[src/rtl/mem_port_arbiter_pkg.sv]
// Shared types and constants for the data-memory port arbiter.
package mem_port_arbiter_pkg;

  localparam int unsigned DEF_AW = 16;
  localparam int unsigned DEF_DW = 16;

  typedef logic [1:0] req_id_t;

  localparam req_id_t REQ_VGA = 2'd0;
  localparam req_id_t REQ_CPU = 2'd1;
  localparam req_id_t REQ_IO  = 2'd2;

  // Round-robin pointer between the two low-priority requesters
  typedef enum logic {
    RR_CPU = 1'b0,
    RR_IO  = 1'b1
  } rr_ptr_t;

  typedef struct packed {
    logic    valid;
    req_id_t id;
  } rd_tag_t;

endpackage

[src/rtl/mem_port_arbiter_if.sv]
// Requester and memory-side signal bundle for mem_port_arbiter.
interface mem_port_arbiter_if
  import mem_port_arbiter_pkg::*;
#(
  parameter int unsigned AW = DEF_AW,
  parameter int unsigned DW = DEF_DW
);

  logic          vga_req;
  logic [AW-1:0] vga_addr;
  logic          vga_gnt;
  logic          vga_rvalid;

  logic          cpu_req;
  logic          cpu_we;
  logic [AW-1:0] cpu_addr;
  logic [DW-1:0] cpu_wdata;
  logic          cpu_gnt;
  logic          cpu_rvalid;

  logic          io_req;
  logic [AW-1:0] io_addr;
  logic [DW-1:0] io_wdata;
  logic          io_gnt;

  logic [DW-1:0] rdata;

  logic          mem_en;
  logic          mem_we;
  logic [AW-1:0] mem_addr;
  logic [DW-1:0] mem_wdata;
  logic [DW-1:0] mem_rdata;

  // Arbiter side
  modport slave (
    input  vga_req, vga_addr,
    input  cpu_req, cpu_we, cpu_addr, cpu_wdata,
    input  io_req, io_addr, io_wdata,
    input  mem_rdata,
    output vga_gnt, vga_rvalid, cpu_gnt, cpu_rvalid, io_gnt, rdata,
    output mem_en, mem_we, mem_addr, mem_wdata
  );

  // Requesters and memory side
  modport master (
    output vga_req, vga_addr,
    output cpu_req, cpu_we, cpu_addr, cpu_wdata,
    output io_req, io_addr, io_wdata,
    output mem_rdata,
    input  vga_gnt, vga_rvalid, cpu_gnt, cpu_rvalid, io_gnt, rdata,
    input  mem_en, mem_we, mem_addr, mem_wdata
  );

endinterface

[src/rtl/mem_rd_tag_pipe.sv]
// Shift register carrying {valid, id} for each issued read until its data returns.
module mem_rd_tag_pipe
  import mem_port_arbiter_pkg::*;
#(
  parameter int unsigned DEPTH = 1
) (
  input  logic    clk,
  input  logic    rst,
  input  rd_tag_t tag_in,
  output rd_tag_t tag_out
);

  rd_tag_t stages [DEPTH];

  always_ff @(posedge clk or negedge rst) begin
    if (!rst) begin
      for (int unsigned i = 0; i < DEPTH; i++) begin
        stages[i] <= '0;
      end
    end else begin
      stages[0] <= tag_in;
      for (int unsigned i = 1; i < DEPTH; i++) begin
        stages[i] <= stages[i-1];
      end
    end
  end

  assign tag_out = stages[DEPTH-1];

endmodule

[src/rtl/mem_port_arbiter.sv]
// Three-way arbiter for the single-port data memory: VGA read, CPU load/store, IO write.
module mem_port_arbiter
  import mem_port_arbiter_pkg::*;
#(
  parameter int unsigned AW           = DEF_AW,
  parameter int unsigned DW           = DEF_DW,
  parameter int unsigned READ_LATENCY = 1,
  parameter int unsigned STARVE_MAX   = 8
) (
  input logic               clk,
  input logic               rst,
  mem_port_arbiter_if.slave bus
);

  localparam int unsigned     SW   = $clog2(STARVE_MAX + 1);
  localparam logic [SW-1:0]   SMAX = SW'(STARVE_MAX);

  logic          vga_gnt_q, cpu_gnt_q, io_gnt_q;
  logic          en_q, we_q;
  logic [AW-1:0] addr_q;
  logic [DW-1:0] wdata_q;
  req_id_t       id_q;

  logic [SW-1:0] cpu_wait_q, io_wait_q;
  rr_ptr_t       rr_q;

  logic vga_elig, cpu_elig, io_elig;
  logic cpu_starved, io_starved;
  logic win_vga, win_cpu, win_io;

  rd_tag_t tag_in, tag_out;

  // A requester whose grant is showing this cycle is masked so a held req is not granted twice
  always_comb begin
    vga_elig    = bus.vga_req & ~vga_gnt_q;
    cpu_elig    = bus.cpu_req & ~cpu_gnt_q;
    io_elig     = bus.io_req  & ~io_gnt_q;
    cpu_starved = cpu_elig & (cpu_wait_q == SMAX);
    io_starved  = io_elig  & (io_wait_q  == SMAX);
    win_vga     = 1'b0;
    win_cpu     = 1'b0;
    win_io      = 1'b0;
    if (cpu_starved && io_starved) begin
      win_cpu = (rr_q == RR_CPU);
      win_io  = (rr_q == RR_IO);
    end else if (cpu_starved) begin
      win_cpu = 1'b1;
    end else if (io_starved) begin
      win_io = 1'b1;
    end else if (vga_elig) begin
      win_vga = 1'b1;
    end else if (cpu_elig && io_elig) begin
      win_cpu = (rr_q == RR_CPU);
      win_io  = (rr_q == RR_IO);
    end else if (cpu_elig) begin
      win_cpu = 1'b1;
    end else if (io_elig) begin
      win_io = 1'b1;
    end
  end

  always_ff @(posedge clk or negedge rst) begin
    if (!rst) begin
      vga_gnt_q <= 1'b0;
      cpu_gnt_q <= 1'b0;
      io_gnt_q  <= 1'b0;
      en_q      <= 1'b0;
      we_q      <= 1'b0;
      addr_q    <= '0;
      wdata_q   <= '0;
      id_q      <= REQ_VGA;
    end else begin
      vga_gnt_q <= win_vga;
      cpu_gnt_q <= win_cpu;
      io_gnt_q  <= win_io;
      en_q      <= win_vga | win_cpu | win_io;
      we_q      <= (win_cpu & bus.cpu_we) | win_io;
      id_q      <= win_cpu ? REQ_CPU : (win_io ? REQ_IO : REQ_VGA);
      addr_q    <= win_vga ? bus.vga_addr :
                   win_cpu ? bus.cpu_addr :
                   win_io  ? bus.io_addr  : '0;
      wdata_q   <= win_cpu ? bus.cpu_wdata :
                   win_io  ? bus.io_wdata  : '0;
    end
  end

  always_ff @(posedge clk or negedge rst) begin
    if (!rst) begin
      cpu_wait_q <= '0;
      io_wait_q  <= '0;
    end else begin
      if (!bus.cpu_req || win_cpu || cpu_gnt_q) begin
        cpu_wait_q <= '0;
      end else if (cpu_wait_q != SMAX) begin
        cpu_wait_q <= cpu_wait_q + SW'(1);
      end
      if (!bus.io_req || win_io || io_gnt_q) begin
        io_wait_q <= '0;
      end else if (io_wait_q != SMAX) begin
        io_wait_q <= io_wait_q + SW'(1);
      end
    end
  end

  always_ff @(posedge clk or negedge rst) begin
    if (!rst) begin
      rr_q <= RR_CPU;
    end else if (win_cpu) begin
      rr_q <= RR_IO;
    end else if (win_io) begin
      rr_q <= RR_CPU;
    end
  end

  // Writes enter the pipe as null tags so read returns stay aligned to issue order
  assign tag_in = '{valid: en_q & ~we_q, id: id_q};

  mem_rd_tag_pipe #(
    .DEPTH (READ_LATENCY)
  ) u_tag_pipe (
    .clk     (clk),
    .rst     (rst),
    .tag_in  (tag_in),
    .tag_out (tag_out)
  );

  assign bus.vga_gnt    = vga_gnt_q;
  assign bus.cpu_gnt    = cpu_gnt_q;
  assign bus.io_gnt     = io_gnt_q;
  assign bus.vga_rvalid = tag_out.valid && (tag_out.id == REQ_VGA);
  assign bus.cpu_rvalid = tag_out.valid && (tag_out.id == REQ_CPU);
  assign bus.rdata      = bus.mem_rdata;
  assign bus.mem_en     = en_q;
  assign bus.mem_we     = we_q;
  assign bus.mem_addr   = addr_q;
  assign bus.mem_wdata  = wdata_q;

endmodule

[src/flat_wrapper.sv]
// flat-port wrapper written by rule: the top's interface ports become plain ports
module mem_port_arbiter_flat import mem_port_arbiter_pkg::*;
#(
  parameter int unsigned AW           = DEF_AW,
  parameter int unsigned DW           = DEF_DW,
  parameter int unsigned READ_LATENCY = 1,
  parameter int unsigned STARVE_MAX   = 8
)
  (clk, rst, bus_vga_req, bus_vga_addr, bus_cpu_req, bus_cpu_we, bus_cpu_addr, bus_cpu_wdata, bus_io_req, bus_io_addr, bus_io_wdata, bus_mem_rdata, bus_vga_gnt, bus_vga_rvalid, bus_cpu_gnt, bus_cpu_rvalid, bus_io_gnt, bus_rdata, bus_mem_en, bus_mem_we, bus_mem_addr, bus_mem_wdata);
  mem_port_arbiter_if #(.AW(AW), .DW(DW)) bus_i ();
  input logic clk;
  input logic rst;
  input wire logic [$bits(bus_i.vga_req)-1:0] bus_vga_req;
  input wire logic [$bits(bus_i.vga_addr)-1:0] bus_vga_addr;
  input wire logic [$bits(bus_i.cpu_req)-1:0] bus_cpu_req;
  input wire logic [$bits(bus_i.cpu_we)-1:0] bus_cpu_we;
  input wire logic [$bits(bus_i.cpu_addr)-1:0] bus_cpu_addr;
  input wire logic [$bits(bus_i.cpu_wdata)-1:0] bus_cpu_wdata;
  input wire logic [$bits(bus_i.io_req)-1:0] bus_io_req;
  input wire logic [$bits(bus_i.io_addr)-1:0] bus_io_addr;
  input wire logic [$bits(bus_i.io_wdata)-1:0] bus_io_wdata;
  input wire logic [$bits(bus_i.mem_rdata)-1:0] bus_mem_rdata;
  output wire logic [$bits(bus_i.vga_gnt)-1:0] bus_vga_gnt;
  output wire logic [$bits(bus_i.vga_rvalid)-1:0] bus_vga_rvalid;
  output wire logic [$bits(bus_i.cpu_gnt)-1:0] bus_cpu_gnt;
  output wire logic [$bits(bus_i.cpu_rvalid)-1:0] bus_cpu_rvalid;
  output wire logic [$bits(bus_i.io_gnt)-1:0] bus_io_gnt;
  output wire logic [$bits(bus_i.rdata)-1:0] bus_rdata;
  output wire logic [$bits(bus_i.mem_en)-1:0] bus_mem_en;
  output wire logic [$bits(bus_i.mem_we)-1:0] bus_mem_we;
  output wire logic [$bits(bus_i.mem_addr)-1:0] bus_mem_addr;
  output wire logic [$bits(bus_i.mem_wdata)-1:0] bus_mem_wdata;
  assign bus_i.vga_req = bus_vga_req;
  assign bus_i.vga_addr = bus_vga_addr;
  assign bus_i.cpu_req = bus_cpu_req;
  assign bus_i.cpu_we = bus_cpu_we;
  assign bus_i.cpu_addr = bus_cpu_addr;
  assign bus_i.cpu_wdata = bus_cpu_wdata;
  assign bus_i.io_req = bus_io_req;
  assign bus_i.io_addr = bus_io_addr;
  assign bus_i.io_wdata = bus_io_wdata;
  assign bus_i.mem_rdata = bus_mem_rdata;
  assign bus_vga_gnt = bus_i.vga_gnt;
  assign bus_vga_rvalid = bus_i.vga_rvalid;
  assign bus_cpu_gnt = bus_i.cpu_gnt;
  assign bus_cpu_rvalid = bus_i.cpu_rvalid;
  assign bus_io_gnt = bus_i.io_gnt;
  assign bus_rdata = bus_i.rdata;
  assign bus_mem_en = bus_i.mem_en;
  assign bus_mem_we = bus_i.mem_we;
  assign bus_mem_addr = bus_i.mem_addr;
  assign bus_mem_wdata = bus_i.mem_wdata;
  mem_port_arbiter #(.AW(AW), .DW(DW), .READ_LATENCY(READ_LATENCY), .STARVE_MAX(STARVE_MAX)) u_core (.clk(clk), .rst(rst), .bus(bus_i));
endmodule
[config.mk]
export PLATFORM = sky130hd
export DESIGN_NAME = mem_port_arbiter_flat
export DESIGN_NICKNAME = d
export VERILOG_FILES = /design/src/rtl/mem_port_arbiter_pkg.sv /design/src/rtl/mem_port_arbiter_if.sv /design/src/rtl/mem_rd_tag_pipe.sv /design/src/rtl/mem_port_arbiter.sv /design/src/flat_wrapper.sv
export SDC_FILE = /design/constraint.sdc
export NUM_CORES = 1
export LEC_CHECK = 0
export BUFFER_PORTS_ARGS = -buffer_cell sky130_fd_sc_hd__buf_2
export CORE_MARGIN = 5
export CORE_UTILIZATION = 30
export DETAILED_ROUTE_END_ITERATION = 7
export PLACE_DENSITY = 0.76
export SLEW_MARGIN = 40
export SYNTH_ARGS = -nofsm -noshare
export SYNTH_HDL_FRONTEND = slang
export SYNTH_SLANG_ARGS = --single-unit
[constraint.sdc]
create_clock -name clk -period 2 [get_ports clk]
set_clock_uncertainty 0.2 [all_clocks]
set_input_delay 0.2 -clock clk [delete_from_list [all_inputs] [get_ports clk]]
set_output_delay 0.2 -clock clk [all_outputs]
set_load 0.01 [all_outputs]
==> out/metrics.yaml <==
outcome: "finished, violations left"
failed_checks: "negative hold slack, negative setup slack"
leakagePower_nw: 2.07
final_min_period_over_clock_period: 1.12
total_routing_usage_reported_by_global_routing: 0.176
ctsLongestPathBuffers: 2
chipHeight_um: 96.3
dp_cells: 396
post-route-worst-setup-slack_ps: -238
finalHoldViolCount: 2
setup.reg_to_reg.worst_slack_ps: -240
endpoint: "u_core.bus.mem_wdata[1]"
vias: 2368
cts_tree: "yes"
timing.slew.headroom: 0.756
grt_max_degree: 29
cts_root_buffer: "sky130_fd_sc_hd__clkbuf_8"
io-pin-count: 157
drive_gt1_frac: 0.450
effective_utilization_at_floorplan: 0.308
detail_route.vias_per_cell: 4.81
timing.hold.ws_ps: -2.69
final_area_sq_um: 4100
crit_required_ps: 2050
r2r-start: "u_core.io_wait_q[0]"
synthToLayoutAreaGrowth_pct: 83.7
detail-route-antenna-nets: 0
io_buffers: 124
postLayoutCoreUtil: 0.566
synthesis.nets: 284
critPathMaxStageDelay_ps: 370
postSynthRegisterBits: 50
timing.final.setup_violations: 42
dpl.hpwl_um: 4790
reg2regPathDepth: 9
post_synth_num_cell_types: 36
first_global_vias: 2590
dpl_cell_area_sq_um: 3010
firstDrtPassIters: 4
pwr_density_cell_nw_per_um2: 683
post-route-min-period_ps: 2240
seq_area_sq_um: 1250
cts_made_buffers: 5
number_of_standard_cells_after_synthesis: 178
post-route-drc-count: 0
syn_area_per_cell_sq_um: 12.5
worst_path_dominant_cell_family: "buffers and inverters"
post_cts_clock_slew_at_the_launch_and_capture_registers_of_the_worst_setup_and_hold_paths_ps: 100
finalMaxSlewViolations: 0
cts.htree.levels: 2
vdd_ir_drop_max_v: 0.000304
reg2reg_to: "u_core.bus.mem_wdata[1]"
floorplan.die.width_um: 96.3
critical_path.max_fanout: 14
maxClockFrequency_ghz: 0.447
worst_setup_path_end_kind: "flop"
maxCapViolations: 0
drt-wirelength-per-cell_um: 17.9
yosysSeqAreaShare: 0.560
timing.setup.critical_path_class: "flop to flop"
multiInputGateArea_sq_um: 837
placeableCoreArea_sq_um: 7250
worst-slew-pin-transition_ps: 365
path_cells: "inv_1 > ha_2 > and3b_1 > maj3_2 > buf_6 > a221oi_4 > buf_4 > clkbuf_16 > a22o_1"
num_rows: 31
yosysWarningCount: 0
nets: 498
cp_num_buf_inv: 4
total_power_mw: 2.80
synth_ff_type: "sky130_fd_sc_hd__dfrtp_1"
unrepaired_setup_endpoints_after_global_routing: "true"
start_point_of_the_critical_path: "u_core.io_wait_q[0]"
gr-total-overflow: 0
final-instance-count-excl-fill: 492
die_area_sq_um: 9270
clock-sinks: 50
detailedPlace.worstSlack_ps: -143
synth-edff-count: 0
timing.critical_path.depth: 9
final_setup_tns_ps: -8280
starting_drt_drc_count: 129
crit_arrival_ps: 2280
initial_antenna_violation_count: 0
place_congestion: 0.823
layout.filler_cells: 546
wire_length_of_the_first_global_routing_pass_um: 12300
cp_max_delay_cell: "sky130_fd_sc_hd__dfrtp_1"
postSynth.asyncResetShare: 1.00
post_synth_instance_area_sq_um: 2230
kind_of_start_point_of_the_critical_path: "flop"
diode_count: 0
class_of_the_tightest_hold_or_removal_check: "input pin to flop"
clock_insertion_delay_worst_skew_ps: 310
route.final.wire_length_um: 8810
==> sequential cells by signal (all words and copies together), names as in the netlist <==
| register | cells |
|---|---|
| u_core.bus.vga_gnt | 1 |
| u_core.id_q | 2 |
| u_core.u_tag_pipe.tag_out | 3 |
| u_core.rr_q | 1 |
| u_core.cpu_wait_q | 4 |
| u_core.bus.mem_wdata | 16 |
| u_core.io_wait_q | 4 |
| u_core.bus.io_gnt | 1 |
| u_core.bus.mem_we | 1 |
| u_core.bus.mem_addr | 16 |
| u_core.bus.mem_en | 1 |
==> cell usage after synthesis (all sizes together), types with 2 or more instances <==
cell	n	area, sq um
a221oi	2	23.8
nor2b	3	18.8
nand2	3	11.3
xnor2	3	26.3
a22o	16	140
clkbuf	2	7.51
and2	16	100
inv	5	18.8
o21ai	2	10.0
nand2b	2	12.5
a221o	16	160
nand3	4	20.0
nor4	3	25.0
dfrtp	50	1250
xor2	2	17.5
and3b	2	17.5
ha	4	50.1
nand3b	2	27.5
o21a	2	15.0
nor2	2	7.51
nor3	4	20.0
buf	24	180
==> cells in the final DEF, fill, tap and decap left out, drive strengths merged, types with 2 or more instances in the layout <==
cell	count
buf	156
dlygate4sd3	76
dfrtp	50
and2	16
a221o	16
a22o	16
clkbuf	7
inv	6
nand3	4
nor3	4
ha	4
nor2b	3
nand2	3
xnor2	3
nor4	3
nand2b	2
and3b	2
nor2	2
xor2	2
nand3b	2
o21a	2
a221oi	2
o21ai	2
==> cell type report <==
cell class	count	area share
sequential	50	0.305
inverter	5	0.00457
clock inverter	2	0.00945
timing repair buffer	233	0.427
clock buffer	6	0.0201
tap	99	0.0302
multi-input combinational	97	0.204
==> per-layer routing <==
| layer | part of all wire | vias to the layer above | GRT usage |
|---|---|---|---|
| met1 | 0.32 | 1134 | 0.168 |
| li1 | - | 1064 | - |
| met3 | 0.093 | 35 | 0.0446 |
| met4 | 0.042 | 0 | 0.105 |
| met2 | 0.54 | 135 | 0.335 |
| met5 | 0 | - | 0 |
==> worst min-delay path by stage <==
stage                startpoint                  endpoint  depth (start not counted)
2_1_floorplan               rst         u_core.bus.io_gnt                          0
3_3_place_gp                rst  u_core.bus.mem_wdata[12]                          1
3_5_place_dp                rst  u_core.bus.mem_wdata[13]                          1
4_1_cts         bus_vga_addr[9]    u_core.bus.mem_addr[9]                          3
5_1_grt         bus_vga_addr[2]    u_core.bus.mem_addr[2]                          3
6_report       bus_vga_addr[11]   u_core.bus.mem_addr[11]                          3
==> cells by family after synthesis <==
| group | count (synthesis) | share of synthesized area |
|---|---|---|
| DFF | 50 | 0.560 |
| xor gates and xnor gates | 5 | 0.0196 |
| buffers and inverters | 31 | 0.0924 |
| AOI/OAI and AO/OA | 43 | 0.173 |
| muxes | 1 | 0.00448 |
| and+or+nand+nor | 43 | 0.123 |
| adders and majority gates | 5 | 0.0275 |
==> repair_timing <==
action                                  in CTS  in global routing
gates resized for setup                     15                  3
endpoints found under the hold margin       83                  1
cloned                                       3                  1
setup buffers                                4                  4
endpoints found under the setup margin      40                 43
hold buffers                                75                  1
pin swaps                                    5                  1
==> power by group <==
group | internal, mW | total [mW] | switching, mW
Sequential | 1.13 | 1.18 | 0.0479
Clock | 0.412 | 0.760 | 0.349
Combinational | 0.482 | 0.867 | 0.385
Total | 2.02 | 2.80 | 0.782
==> worst register-to-register path, delay by kind of cell (launching register included) <==
family | cells | cell delay, ps
buffers and inverters | 4 | 510
flip-flops | 1 | 370
adder cells (fa/ha/maj) | 2 | 500
AO/OA/AOI/OAI | 2 | 410
AND/OR/NAND/NOR | 1 | 180
(Power assumes the default switching activity.)
